File: config.mk
export PLATFORM = sky130hd
export DESIGN_NAME = sram_like_bridge_flat
export DESIGN_NICKNAME = d
export VERILOG_FILES = /design/src/rtl/sram_like_bridge_pkg.sv /design/src/rtl/sram_like_bridge_if.sv /design/src/rtl/sram_like_bridge_checker.sv /design/src/rtl/sram_like_bridge_fifo.sv /design/src/rtl/sram_like_bridge.sv /design/src/flat_wrapper.sv
export SDC_FILE = /design/constraint.sdc
export NUM_CORES = 1
export LEC_CHECK = 0
export BUFFER_PORTS_ARGS = -buffer_cell sky130_fd_sc_hd__buf_2
export CORE_ASPECT_RATIO = 0.9
export CORE_MARGIN = 2
export CORE_UTILIZATION = 36
export CTS_CLUSTER_SIZE = 10
export DETAILED_ROUTE_END_ITERATION = 10
export PLACE_DENSITY = 0.66
export SETUP_SLACK_MARGIN = 0.02
export SLEW_MARGIN = 20
export SYNTH_ARGS = -nofsm -noshare
export SYNTH_HDL_FRONTEND = slang
export SYNTH_SLANG_ARGS = --single-unit
File: constraint.sdc
create_clock -name clock -period 2.7 [get_ports clock]
set_input_delay 0.27 -clock clock [delete_from_list [all_inputs] [get_ports clock]]
set_output_delay 0.27 -clock clock [all_outputs]
set_load 0.005 [all_outputs]
File: src/rtl/sram_like_bridge_pkg.sv
// Shared types and sizing helpers for the SRAM-like memory-port bridge.
package cpu_bus_params;

  localparam int DEFAULT_ADDRESS_WIDTH = 32;
  localparam int DEFAULT_DATA_WIDTH    = 32;

  typedef enum logic [1:0] {
    BYTE = 2'd0,
    HALF = 2'd1,
    WORD = 2'd2
  } access_size_t;

  typedef struct packed {
    logic                                write;
    access_size_t                        size;
    logic [DEFAULT_DATA_WIDTH/8-1:0]     strobe;
    logic [DEFAULT_ADDRESS_WIDTH-1:0]    address;
    logic [DEFAULT_DATA_WIDTH-1:0]       write_data;
  } bus_request_data_t;

  typedef struct packed {
    logic                                write;
    logic [DEFAULT_DATA_WIDTH-1:0]       read_data;
  } bus_response_data_t;

  // Width of a counter that must hold values 0..depth inclusive.
  function automatic int count_width(input int depth);
    return $clog2(depth + 1);
  endfunction

  function automatic int pointer_width(input int depth);
    return (depth > 1) ? $clog2(depth) : 1;
  endfunction

endpackage

File: src/rtl/sram_like_bridge_if.sv
// Pipeline-side request/response channel, cancel, and SRAM-like bus signals.
interface sram_like_bridge_if #(
  parameter int ADDRESS_WIDTH = 32,
  parameter int DATA_WIDTH    = 32
);
  logic                       cancel;
  logic                       request_valid;
  logic                       request_ready;
  logic                       request_write;
  logic [1:0]                 request_size;
  logic [DATA_WIDTH/8-1:0]    request_strobe;
  logic [ADDRESS_WIDTH-1:0]   request_address;
  logic [DATA_WIDTH-1:0]      request_write_data;
  logic                       response_valid;
  logic                       response_ready;
  logic                       response_write;
  logic [DATA_WIDTH-1:0]      response_read_data;
  logic                       bus_request;
  logic                       bus_write;
  logic [1:0]                 bus_size;
  logic [DATA_WIDTH/8-1:0]    bus_write_strobe;
  logic [ADDRESS_WIDTH-1:0]   bus_address;
  logic [DATA_WIDTH-1:0]      bus_write_data;
  logic                       bus_address_ok;
  logic                       bus_data_ok;
  logic [DATA_WIDTH-1:0]      bus_read_data;

  // Bridge view.
  modport slave (
    input  cancel, request_valid, request_write, request_size, request_strobe,
           request_address, request_write_data, response_ready,
           bus_address_ok, bus_data_ok, bus_read_data,
    output request_ready, response_valid, response_write, response_read_data,
           bus_request, bus_write, bus_size, bus_write_strobe, bus_address,
           bus_write_data
  );

  // Pipeline plus bus environment view.
  modport master (
    output cancel, request_valid, request_write, request_size, request_strobe,
           request_address, request_write_data, response_ready,
           bus_address_ok, bus_data_ok, bus_read_data,
    input  request_ready, response_valid, response_write, response_read_data,
           bus_request, bus_write, bus_size, bus_write_strobe, bus_address,
           bus_write_data
  );
endinterface

File: src/rtl/sram_like_bridge_checker.sv
// Protocol and bookkeeping assertions for the bridge.
module sram_like_bridge_checker #(
  parameter int MAX_OUTSTANDING = 2,
  parameter int CW              = 2
) (
  input logic          clock,
  input logic          reset_,
  input logic          bus_data_ok,
  input logic          accept,
  input logic [CW-1:0] in_flight,
  input logic [CW-1:0] discard_pending,
  input logic [CW+1:0] total,
  input logic [CW-1:0] flag_count,
  input logic          flag_empty,
  input logic          flag_full,
  input logic          resp_push,
  input logic          resp_pop,
  input logic          resp_full
);

  a_data_ok_owed: assert property (@(posedge clock) disable iff (!reset_)
    bus_data_ok |-> (in_flight != '0) || (discard_pending != '0));

  a_total_bound: assert property (@(posedge clock) disable iff (!reset_)
    total <= (CW + 2)'(MAX_OUTSTANDING));

  a_flags_track: assert property (@(posedge clock) disable iff (!reset_)
    flag_count == in_flight);

  a_flag_avail: assert property (@(posedge clock) disable iff (!reset_)
    resp_push |-> !flag_empty);

  a_flag_room: assert property (@(posedge clock) disable iff (!reset_)
    accept |-> !flag_full);

  a_resp_room: assert property (@(posedge clock) disable iff (!reset_)
    resp_push |-> (!resp_full || resp_pop));

endmodule

File: src/rtl/sram_like_bridge_fifo.sv
// In-order synchronous FIFO with flush; used for write flags and responses.
module sync_fifo
  import cpu_bus_params::*;
#(
  parameter  int WIDTH = 1,
  parameter  int DEPTH = 2,
  localparam int CW    = count_width(DEPTH),
  localparam int PW    = pointer_width(DEPTH)
) (
  input  logic             clock,
  input  logic             reset_,
  input  logic             flush,
  input  logic             push,
  input  logic [WIDTH-1:0] push_data,
  input  logic             pop,
  output logic [WIDTH-1:0] pop_data,
  output logic [CW-1:0]    count,
  output logic             empty,
  output logic             full
);

  logic [WIDTH-1:0] mem_r [DEPTH];
  logic [PW-1:0]    wr_ptr_r;
  logic [PW-1:0]    rd_ptr_r;
  logic [CW-1:0]    count_r;
  logic             do_push_s;
  logic             do_pop_s;

  function automatic logic [PW-1:0] advance(input logic [PW-1:0] ptr);
    if (ptr == PW'(DEPTH - 1)) begin
      return '0;
    end else begin
      return ptr + PW'(1);
    end
  endfunction

  // Gate requests so a push never overruns and a pop never underruns.
  always_comb begin
    empty     = (count_r == '0);
    full      = (count_r == CW'(DEPTH));
    do_pop_s  = pop & ~empty;
    do_push_s = push & (~full | do_pop_s);
  end

  assign pop_data = mem_r[rd_ptr_r];
  assign count    = count_r;

  // Storage, pointers and occupancy; flush empties without touching storage.
  always_ff @(posedge clock) begin
    if (!reset_) begin
      wr_ptr_r <= '0;
      rd_ptr_r <= '0;
      count_r  <= '0;
      for (int i = 0; i < DEPTH; i++) begin
        mem_r[i] <= '0;
      end
    end else if (flush) begin
      wr_ptr_r <= '0;
      rd_ptr_r <= '0;
      count_r  <= '0;
    end else begin
      if (do_push_s) begin
        mem_r[wr_ptr_r] <= push_data;
        wr_ptr_r        <= advance(wr_ptr_r);
      end
      if (do_pop_s) begin
        rd_ptr_r <= advance(rd_ptr_r);
      end
      case ({do_push_s, do_pop_s})
        2'b10:   count_r <= count_r + CW'(1);
        2'b01:   count_r <= count_r - CW'(1);
        default: count_r <= count_r;
      endcase
    end
  end

endmodule

File: src/rtl/sram_like_bridge.sv
// Valid/ready to SRAM-like bus bridge with bounded outstanding requests,
// in-order response buffering and flush-by-discard on cancel.
module sram_like_bridge
  import cpu_bus_params::*;
#(
  parameter int ADDRESS_WIDTH   = 32,
  parameter int DATA_WIDTH      = 32,
  parameter int MAX_OUTSTANDING = 2
) (
  input logic                clock,
  input logic                reset_,
  sram_like_bridge_if.slave  port
);

  localparam int CW = count_width(MAX_OUTSTANDING);
  localparam int TW = CW + 2;
  localparam int RW = DATA_WIDTH + 1;

  logic [CW-1:0] in_flight_r;
  logic [CW-1:0] discard_pending_r;
  logic [CW-1:0] fifo_count_s;
  logic [CW-1:0] flag_count_s;
  logic [TW-1:0] total_s;
  logic          bus_request_s;
  logic          accept_s;
  logic          discard_s;
  logic          retire_s;
  logic          flag_head_s;
  logic          flag_empty_s;
  logic          flag_full_s;
  logic          resp_empty_s;
  logic          resp_full_s;
  logic [RW-1:0] resp_head_s;

  // Issue gating and classification of each returning beat.
  always_comb begin
    total_s       = TW'(in_flight_r) + TW'(discard_pending_r) + TW'(fifo_count_s);
    bus_request_s = reset_ & port.request_valid & ~port.cancel
                    & (total_s < TW'(MAX_OUTSTANDING));
    accept_s      = bus_request_s & port.bus_address_ok;
    discard_s     = reset_ & port.bus_data_ok & (discard_pending_r != '0);
    retire_s      = reset_ & port.bus_data_ok & (discard_pending_r == '0)
                    & (in_flight_r != '0);
  end

  assign port.bus_request        = bus_request_s;
  assign port.request_ready      = accept_s;
  assign port.bus_write          = port.request_write;
  assign port.bus_size           = port.request_size;
  assign port.bus_write_strobe   = (DATA_WIDTH/8)'(port.request_strobe);
  assign port.bus_address        = ADDRESS_WIDTH'(port.request_address);
  assign port.bus_write_data     = port.request_write_data;
  assign port.response_valid     = ~resp_empty_s;
  assign port.response_write     = resp_head_s[DATA_WIDTH];
  assign port.response_read_data = resp_head_s[DATA_WIDTH-1:0];

  // Outstanding counters; cancel turns everything still owed into discards.
  always_ff @(posedge clock) begin
    if (!reset_) begin
      in_flight_r       <= '0;
      discard_pending_r <= '0;
    end else if (port.cancel) begin
      in_flight_r       <= '0;
      discard_pending_r <= discard_pending_r - CW'(discard_s)
                           + in_flight_r - CW'(retire_s);
    end else begin
      in_flight_r       <= in_flight_r + CW'(accept_s) - CW'(retire_s);
      discard_pending_r <= discard_pending_r - CW'(discard_s);
    end
  end

  sync_fifo #(.WIDTH(1), .DEPTH(MAX_OUTSTANDING)) u_flag_fifo (
    .clock     (clock),
    .reset_    (reset_),
    .flush     (port.cancel),
    .push      (accept_s),
    .push_data (port.request_write),
    .pop       (retire_s),
    .pop_data  (flag_head_s),
    .count     (flag_count_s),
    .empty     (flag_empty_s),
    .full      (flag_full_s)
  );

  // Flush wins over a same-cycle push, so a beat retired during cancel is dropped.
  sync_fifo #(.WIDTH(RW), .DEPTH(MAX_OUTSTANDING)) u_resp_fifo (
    .clock     (clock),
    .reset_    (reset_),
    .flush     (port.cancel),
    .push      (retire_s),
    .push_data ({flag_head_s, port.bus_read_data}),
    .pop       (port.response_ready),
    .pop_data  (resp_head_s),
    .count     (fifo_count_s),
    .empty     (resp_empty_s),
    .full      (resp_full_s)
  );

  sram_like_bridge_checker #(.MAX_OUTSTANDING(MAX_OUTSTANDING), .CW(CW)) u_checker (
    .clock           (clock),
    .reset_          (reset_),
    .bus_data_ok     (port.bus_data_ok),
    .accept          (accept_s),
    .in_flight       (in_flight_r),
    .discard_pending (discard_pending_r),
    .total           (total_s),
    .flag_count      (flag_count_s),
    .flag_empty      (flag_empty_s),
    .flag_full       (flag_full_s),
    .resp_push       (retire_s),
    .resp_pop        (port.response_ready & ~resp_empty_s),
    .resp_full       (resp_full_s)
  );

endmodule
File: src/flat_wrapper.sv
// flat-port wrapper written by rule: the top's interface ports become plain ports
module sram_like_bridge_flat import cpu_bus_params::*;
#(
  parameter int ADDRESS_WIDTH   = 32,
  parameter int DATA_WIDTH      = 32,
  parameter int MAX_OUTSTANDING = 2
)
  (clock, reset_, port_cancel, port_request_valid, port_request_write, port_request_size, port_request_strobe, port_request_address, port_request_write_data, port_response_ready, port_bus_address_ok, port_bus_data_ok, port_bus_read_data, port_request_ready, port_response_valid, port_response_write, port_response_read_data, port_bus_request, port_bus_write, port_bus_size, port_bus_write_strobe, port_bus_address, port_bus_write_data);
  sram_like_bridge_if #(.ADDRESS_WIDTH(ADDRESS_WIDTH), .DATA_WIDTH(DATA_WIDTH)) port_i ();
  input logic clock;
  input logic reset_;
  input wire logic [$bits(port_i.cancel)-1:0] port_cancel;
  input wire logic [$bits(port_i.request_valid)-1:0] port_request_valid;
  input wire logic [$bits(port_i.request_write)-1:0] port_request_write;
  input wire logic [$bits(port_i.request_size)-1:0] port_request_size;
  input wire logic [$bits(port_i.request_strobe)-1:0] port_request_strobe;
  input wire logic [$bits(port_i.request_address)-1:0] port_request_address;
  input wire logic [$bits(port_i.request_write_data)-1:0] port_request_write_data;
  input wire logic [$bits(port_i.response_ready)-1:0] port_response_ready;
  input wire logic [$bits(port_i.bus_address_ok)-1:0] port_bus_address_ok;
  input wire logic [$bits(port_i.bus_data_ok)-1:0] port_bus_data_ok;
  input wire logic [$bits(port_i.bus_read_data)-1:0] port_bus_read_data;
  output wire logic [$bits(port_i.request_ready)-1:0] port_request_ready;
  output wire logic [$bits(port_i.response_valid)-1:0] port_response_valid;
  output wire logic [$bits(port_i.response_write)-1:0] port_response_write;
  output wire logic [$bits(port_i.response_read_data)-1:0] port_response_read_data;
  output wire logic [$bits(port_i.bus_request)-1:0] port_bus_request;
  output wire logic [$bits(port_i.bus_write)-1:0] port_bus_write;
  output wire logic [$bits(port_i.bus_size)-1:0] port_bus_size;
  output wire logic [$bits(port_i.bus_write_strobe)-1:0] port_bus_write_strobe;
  output wire logic [$bits(port_i.bus_address)-1:0] port_bus_address;
  output wire logic [$bits(port_i.bus_write_data)-1:0] port_bus_write_data;
  assign port_i.cancel = port_cancel;
  assign port_i.request_valid = port_request_valid;
  assign port_i.request_write = port_request_write;
  assign port_i.request_size = port_request_size;
  assign port_i.request_strobe = port_request_strobe;
  assign port_i.request_address = port_request_address;
  assign port_i.request_write_data = port_request_write_data;
  assign port_i.response_ready = port_response_ready;
  assign port_i.bus_address_ok = port_bus_address_ok;
  assign port_i.bus_data_ok = port_bus_data_ok;
  assign port_i.bus_read_data = port_bus_read_data;
  assign port_request_ready = port_i.request_ready;
  assign port_response_valid = port_i.response_valid;
  assign port_response_write = port_i.response_write;
  assign port_response_read_data = port_i.response_read_data;
  assign port_bus_request = port_i.bus_request;
  assign port_bus_write = port_i.bus_write;
  assign port_bus_size = port_i.bus_size;
  assign port_bus_write_strobe = port_i.bus_write_strobe;
  assign port_bus_address = port_i.bus_address;
  assign port_bus_write_data = port_i.bus_write_data;
  sram_like_bridge #(.ADDRESS_WIDTH(ADDRESS_WIDTH), .DATA_WIDTH(DATA_WIDTH), .MAX_OUTSTANDING(MAX_OUTSTANDING)) u_core (.clock(clock), .reset_(reset_), .port(port_i));
endmodule
==> flow_metrics.py, run 1 <==
metrics = {
    "timing": {
        "setup_ws_ps": -120.1,
        "setup_viol": 5,
        "rsz0062_at_grt": "true",
        "worst_pin_slew_ps": 348.1,
        "fin_crit_ps": 2820,
        "fmax_mhz": 354.6,
        "whs_ps": 220.0,
        "finalHoldViolCount": 0,
        "drv_slew": 0,
        "finalCritPeriodShare_pct": 104.4,
        "max_slew_margin_pct": 76.62,
        "fin_skew_ps": 5.341,
    },
    "critical_path": {
        "cpMostUsedCell": "ha_4",
        "cp.required_ps": 2920,
        "crit_slowest_cell": "fa_1",
        "cp_top_family": "adder cells",
        "worst_setup_path_end_kind": "flop",
        "worstSetupStartpointType": "flop",
        "arrival_ps": 3040,
        "critPathBufInv": 3,
        "crit_chain": "ha_4 > fa_1 > inv_1 > fa_1 > and2_4 > nand4_4 > nor2_4 > inv_1 > ha_4 > inv_2 > ha_4 > xor2_2 > xnor2_1 > nor2_1",
        "cp.depth": 14,
        "crit_path_max_incr_delay_ps": 500,
        "worstPathMaxFanout": 3,
        "r2r_cells": 14,
        "rrSetupSlack_ps": -120,
        "crit_type": "flop to flop",
    },
    "clocking": {
        "clk_latency_ps": 330,
        "clockBufferDepth": 2,
        "clkTransAtPathRegs_ps": 60,
        "cts_tree": "built",
        "h-tree-depth": 3,
        "cts.sinks": 82,
        "cts_hold_buf": 0,
        "numCtsBuffers": 9,
        "root_buffer": "clkbuf_16",
    },
    "outcome": {
        "outcome": "finished with violations",
        "violations": "negative setup slack",
    },
    "synthesis": {
        "yosysTopAreaCell": "edfxtp_1",
        "synth_cell_types": 39,
        "ys_seq_elements": 82,
        "synthTopCellsByCount": "buf_4, and2_1, edfxtp_1, mux2_2, dfxtp_1",
        "synth_fp_nets": 481,
        "synth_ff_type": "edfxtp_1",
        "netlist_area_um2": 4419,
        "yosysMostFrequentCell": "buf_4",
        "async_reset_ff_share_pct": 0,
        "synth_edf_count": 66,
        "yosysSeqAreaShare_pct": 52.10,
        "ys_warn_count": 0,
        "synthCells": 361,
        "syn_avg_cell_area_um2": 12.24,
        "synthTopCellsByArea": "edfxtp_1, buf_4, and2_1, mux2_2, dfxtp_1",
        "synth_top_cell_area_share_pct": 44.85,
    },
    "cells_and_area": {
        "finalInstanceArea_um2": 4995,
        "drive_gt1_share_pct": 43.41,
        "areaGrowthSynthToFinish_pct": 13.02,
        "final-instance-count-excl-fill": 547,
        "fillerInstances": 1129,
        "num_antenna_cells": 0,
        "utilization_pct": 41.52,
        "final_nets": 503,
    },
    "global_route": {
        "grt_pass1_vias": 2481,
        "grt_pass1_wl_um": 14130,
        "antenna_found_initial": 0,
        "grt_max_degree": 34,
        "track_usage_pct": 14.47,
        "grt_overflow_total": 0,
    },
    "place": {
        "post-place-ws_ps": -262.6,
        "place.gp.congestion": 0.8035,
        "port_buffers": 76,
        "dp.final_hpwl_um": 6967,
        "dpl_cell_area_um2": 4557,
        "dpl.cell_count": 530,
    },
    "run": {
        "drv_cap": 0,
    },
    "die": {
        "num_rows": 38,
        "die_w_um": 120.8,
        "io_pins": 217,
        "core_area_um2": 12030,
        "die_h_um": 109.1,
        "die_area_um2": 13180,
        "start_util_pct": 36.74,
    },
    "route": {
        "postRouteAntennaNets": 0,
        "drt_iter0_drc": 104,
        "routed_wl_um": 9583,
        "avgViaCountPerCell": 4.678,
        "vias": 2559,
        "drc": 0,
        "first_pass_iters": 4,
        "wl_per_cell_um": 17.52,
    },
    "min_path": {
        "hold_class": "primary input to flop",
        "hold_depth": 3,
    },
    "power_and_ir_drop": {
        "pwr_density_cell_nw_per_um2": 601.7,
        "leakagePower_uw": 0.002062,
        "irDropWorstVdd_uv": 302.9,
    },
}
## layout by cell type, fill, tap and decap left out, types with 6 or more instances in the layout
| cell type | n |
|---|---|
| buf_2 | 76 |
| edfxtp_1 | 66 |
| xnor2_1 | 6 |
| nand2_1 | 7 |
| dfxtp_1 | 13 |
| buf_4 | 14 |
| mux2_2 | 33 |
| and2_1 | 66 |
| nor2_1 | 10 |
| inv_1 | 8 |
| clkbuf_16 | 9 |
## flip-flops by register name, summed over array words and instances (netlist names), named ones only
| register | flops |
|---|---|
| u_core.u_flag_fifo.count | 2 |
| u_core.in_flight_r | 2 |
| u_core.u_resp_fifo.mem_r | 66 |
| u_core.u_flag_fifo.mem_r | 2 |
| u_core.u_resp_fifo.rd_ptr_r | 1 |
| u_core.discard_pending_r | 2 |
| u_core.u_flag_fifo.rd_ptr_r | 1 |
| u_core.u_resp_fifo.count | 2 |
| u_core.u_flag_fifo.wr_ptr_r | 1 |
| u_core.u_resp_fifo.wr_ptr_r | 1 |
## metrics by stage
step	setup TNS [ps]	total power [uW]
after global routing	-1304	3107
after CTS	-363.5	3039
after detailed placement	-696.8	1584
after floorplan	-455.0	1582
final	-430.7	3005
after global placement	-491.1	1580
## area by class of cell
class	instances	area [um^2]	share of cell area [%]
sequential	82	2308	46.22
multi-input combinational	185	1534	30.71
timing repair buffer	95	559.3	11.20
clock buffer	9	225.2	4.509
tap	160	200.2	4.008
clock inverter	6	130.1	2.605
inverter	10	37.54	0.7515
## worst paths after layout
kind / endpoint / start
worst min register to register: u_core.u_flag_fifo.mem_r[1]$_DFF_P_ / u_core.u_flag_fifo.mem_r[1]$_DFF_P_
worst max-delay path: u_core.in_flight_r[1]$_SDFF_PP0_ / u_core.in_flight_r[0]$_SDFF_PP0_
worst max register to register: u_core.in_flight_r[1]$_SDFF_PP0_ / u_core.in_flight_r[0]$_SDFF_PP0_
worst min-delay path: u_core.u_flag_fifo.mem_r[0]$_DFF_P_ / port_request_write
## cells by family (layout without fill, tap and decap cells)
kind of cell | Yosys count | after routing | share of synthesized area, %
fa+ha+maj | 10 | 10 | 3.171
compound gates | 17 | 17 | 2.662
flops | 82 | 82 | 52.10
xor+xnor | 10 | 10 | 1.982
mux | 37 | 37 | 9.315
simple gates | 111 | 111 | 15.63
buf+inv | 94 | 120 | 15.15
## layer usage
metal,vias to the layer above,GRT usage [%],share of wire [%]
li1,1198,-,-
met1,1223,16.60,39
met2,109,23.57,49
met3,29,5.387,8.6
met4,0,7.890,3.3
met5,-,0,0
## power by group
part	switching [uW]	internal [uW]	total (uW)	leakage [uW]
Sequential	9.98	1400	1410	0.000812
Combinational	78.3	74.4	153	0.00107
Clock	459	988	1450	0.000175
Total	547	2460	3010	0.00206
## tightest hold or removal path: stages
cell and delay [ps]:
buf_2 100, inv_1 60, mux2i_1 60
## repair_timing
action	CTS	global route
buffers inserted	1	2
resized for setup	8	5
endpoints found under the setup margin	7	9
pin swaps	8	1
Note: power is estimated with default switching activity, not from simulation.
==> run 2: changes to the inputs <==
--- a/config.mk
+++ b/config.mk
@@ -12,4 +12,5 @@
 export CTS_CLUSTER_SIZE = 10
 export DETAILED_ROUTE_END_ITERATION = 10
+export GPL_TIMING_DRIVEN = 0
 export PLACE_DENSITY = 0.66
 export SETUP_SLACK_MARGIN = 0.02
==> constraint.sdc (replaced) <==
create_clock -name clock -period 2.7 [get_ports clock]
set_input_delay 0.405 -clock clock [delete_from_list [all_inputs] [get_ports clock]]
set_output_delay 0.405 -clock clock [all_outputs]
set_load 0.005 [all_outputs]
==> run 2 against run 1 <==
Net effect:
- the run still ends with negative setup slack left
- die area is the same
- sequential power about the same
- global-route usage rose by 0.49 points
- clock skew increased by 0.69 ps
- register-to-register slack lost 80 ps
- sequential share of layout area shrank 6.7 points
- power down 1.6%
- setup slack lost 82 ps
==> flow_metrics.py, run 2 (synthesis results as in run 1) <==
metrics = {
    "critical_path": {
        "crit_type": "flop to flop",
        "arrival_ps": 3100,
        "r2r_cells": 14,
        "worstSetupStartpointType": "flop",
        "worst_setup_path_end_kind": "flop",
        "worstPathMaxFanout": 3,
        "cp.required_ps": 2900,
    },
    "timing": {
        "setup_viol": 8,
        "setup_ws_ps": -202.5,
        "rsz0062_at_grt": "true",
        "max_slew_margin_pct": 57.65,
        "fin_skew_ps": 6.035,
        "worst_pin_slew_ps": 635.3,
        "finalCritPeriodShare_pct": 107.5,
        "fmax_mhz": 344.5,
        "finalHoldViolCount": 0,
        "fin_crit_ps": 2903,
        "drv_slew": 0,
    },
    "cells_and_area": {
        "final_nets": 646,
        "areaGrowthSynthToFinish_pct": 32.25,
        "fillerInstances": 1095,
        "final-instance-count-excl-fill": 691,
        "final_common_cell": "buf_2",
        "drive_gt1_share_pct": 57.06,
        "final_cell_mix": "buf_2, buf_4, edfxtp_1",
        "num_antenna_cells": 0,
        "regMostFlops": "u_core.u_resp_fifo.mem_r",
        "largest_register_ffs": 66,
    },
    "clocking": {
        "cts.sinks": 82,
        "cts_tree": "built",
        "clockBufferDepth": 2,
        "h-tree-depth": 3,
        "numCtsBuffers": 9,
        "root_buffer": "clkbuf_16",
        "clk_latency_ps": 320,
        "clkTransAtPathRegs_ps": 60,
    },
    "power_and_ir_drop": {
        "irDropWorstVdd_uv": 307.9,
        "p_switching_uw": 579.4,
        "comb_power_share_pct": 9.8,
        "intPower_uw": 2378,
        "leakagePower_uw": 0.002657,
        "clock_power_share_pct": 42.7,
        "p_seq_share_pct": 47.6,
        "switching_share_pct": 19.59,
        "p_total_uw": 2957,
        "pwr_density_cell_nw_per_um2": 506.0,
    },
    "route": {
        "first_pass_iters": 4,
        "drc": 0,
        "vias": 3113,
        "routed_wl_um": 9952,
        "avgViaCountPerCell": 4.505,
        "wl_per_cell_um": 14.40,
        "drt_iter0_drc": 185,
        "postRouteAntennaNets": 0,
    },
    "die": {
        "core_area_um2": 12030,
        "die_w_um": 120.8,
        "num_rows": 38,
        "die_area_um2": 13180,
        "io_pins": 217,
        "die_h_um": 109.1,
        "start_util_pct": 36.74,
    },
    "min_path": {
        "hold_class": "primary input to flop",
        "hold_depth": 2,
    },
    "outcome": {
        "outcome": "finished with violations",
        "violations": "negative setup slack",
    },
    "run": {
        "drv_cap": 0,
    },
    "global_route": {
        "grt_pass1_wl_um": 15130,
        "antenna_found_initial": 0,
        "grt_overflow_total": 0,
        "track_usage_pct": 14.96,
        "grt_pass1_vias": 3122,
        "grt_max_degree": 23,
    },
    "place": {
        "dp.final_hpwl_um": 7583,
        "port_buffers": 146,
        "dpl.cell_count": 669,
        "place.gp.congestion": 0.7981,
    },
}
-- run 2: path summary, 6_finish.rpt --
kind,slack (ps),to,startpoint
setup / recovery,-200,u_core.in_flight_r[1]$_SDFF_PP0_,u_core.in_flight_r[0]$_SDFF_PP0_
hold / removal,360,u_core.u_resp_fifo.mem_r[1][9]$_SDFFCE_PN0P_,port_bus_read_data[9]
setup reg to reg,-200,u_core.in_flight_r[1]$_SDFF_PP0_,u_core.in_flight_r[0]$_SDFF_PP0_
hold reg to reg,480,u_core.u_flag_fifo.mem_r[0]$_DFF_P_,u_core.u_flag_fifo.mem_r[0]$_DFF_P_
-- run 2: per-layer routing --
metal	track usage (%)	routed length, um	part of all wire, %
met1	17.21	3875	39
met2	27.60	5253	53
met3	3.243	706	7.1
met4	5.066	116	1.2
met5	0	0	0
-- run 2: critical path: stages (launching register included) --
cell and delay [ps]:
dfxtp_4 360, ha_4 150, fa_1 490, inv_1 60
fa_1 490, and2_4 160, nand4_4 80, nor2_4 120
inv_2 50, ha_4 250, inv_2 30, ha_4 150
xor2_2 170, xnor2_1 140, nor2_1 50
-- run 2: layout make-up --
type	instances	area (um^2)	share of cell area [%]
flip-flops and latches	82	2307	39.48
multi-input cells	185	1525	26.10
repair buffers	154	830.8	14.22
plain buffers	84	631.9	10.81
clock buffers	11	232.7	3.982
well taps	160	200.2	3.425
clock inverters	5	78.83	1.349
inverters	10	37.54	0.6423
-- run 2: timing repair --
item / in CTS / in global routing
endpoints found under the setup margin: 6 / 9
pin swaps: 6 / 1
buffers inserted: 5 / 1
hold buffers: 0 / 0
resized for setup: 5 / 5
-- run 2: stage by stage --
stage	setup TNS (ps)	util [%]	hold WS (ps)	setup slack (ps)	area [um^2]
detailed placement	-966.3	45.23	471.9	-354.7	5440
finish	-888.4	48.59	364.6	-202.5	5844
global placement	-34330	44.73	458.0	-550.2	5380
floorplan	-455.0	-	441.7	-198.6	4449
CTS	-708.8	48.36	353.3	-200.5	5817
global route	-1648	48.59	356.7	-283.8	5844
-- run 2: power groups by stage --
stage                     registers (uW)  clock network [uW]  logic (uW)
after floorplan                     1430                   0         150
after CTS                           1410                1290         293
after detailed placement            1430                   0         287
final                               1410                1260         289
after global routing                1410                1340         317
after global placement              1430                   0         273
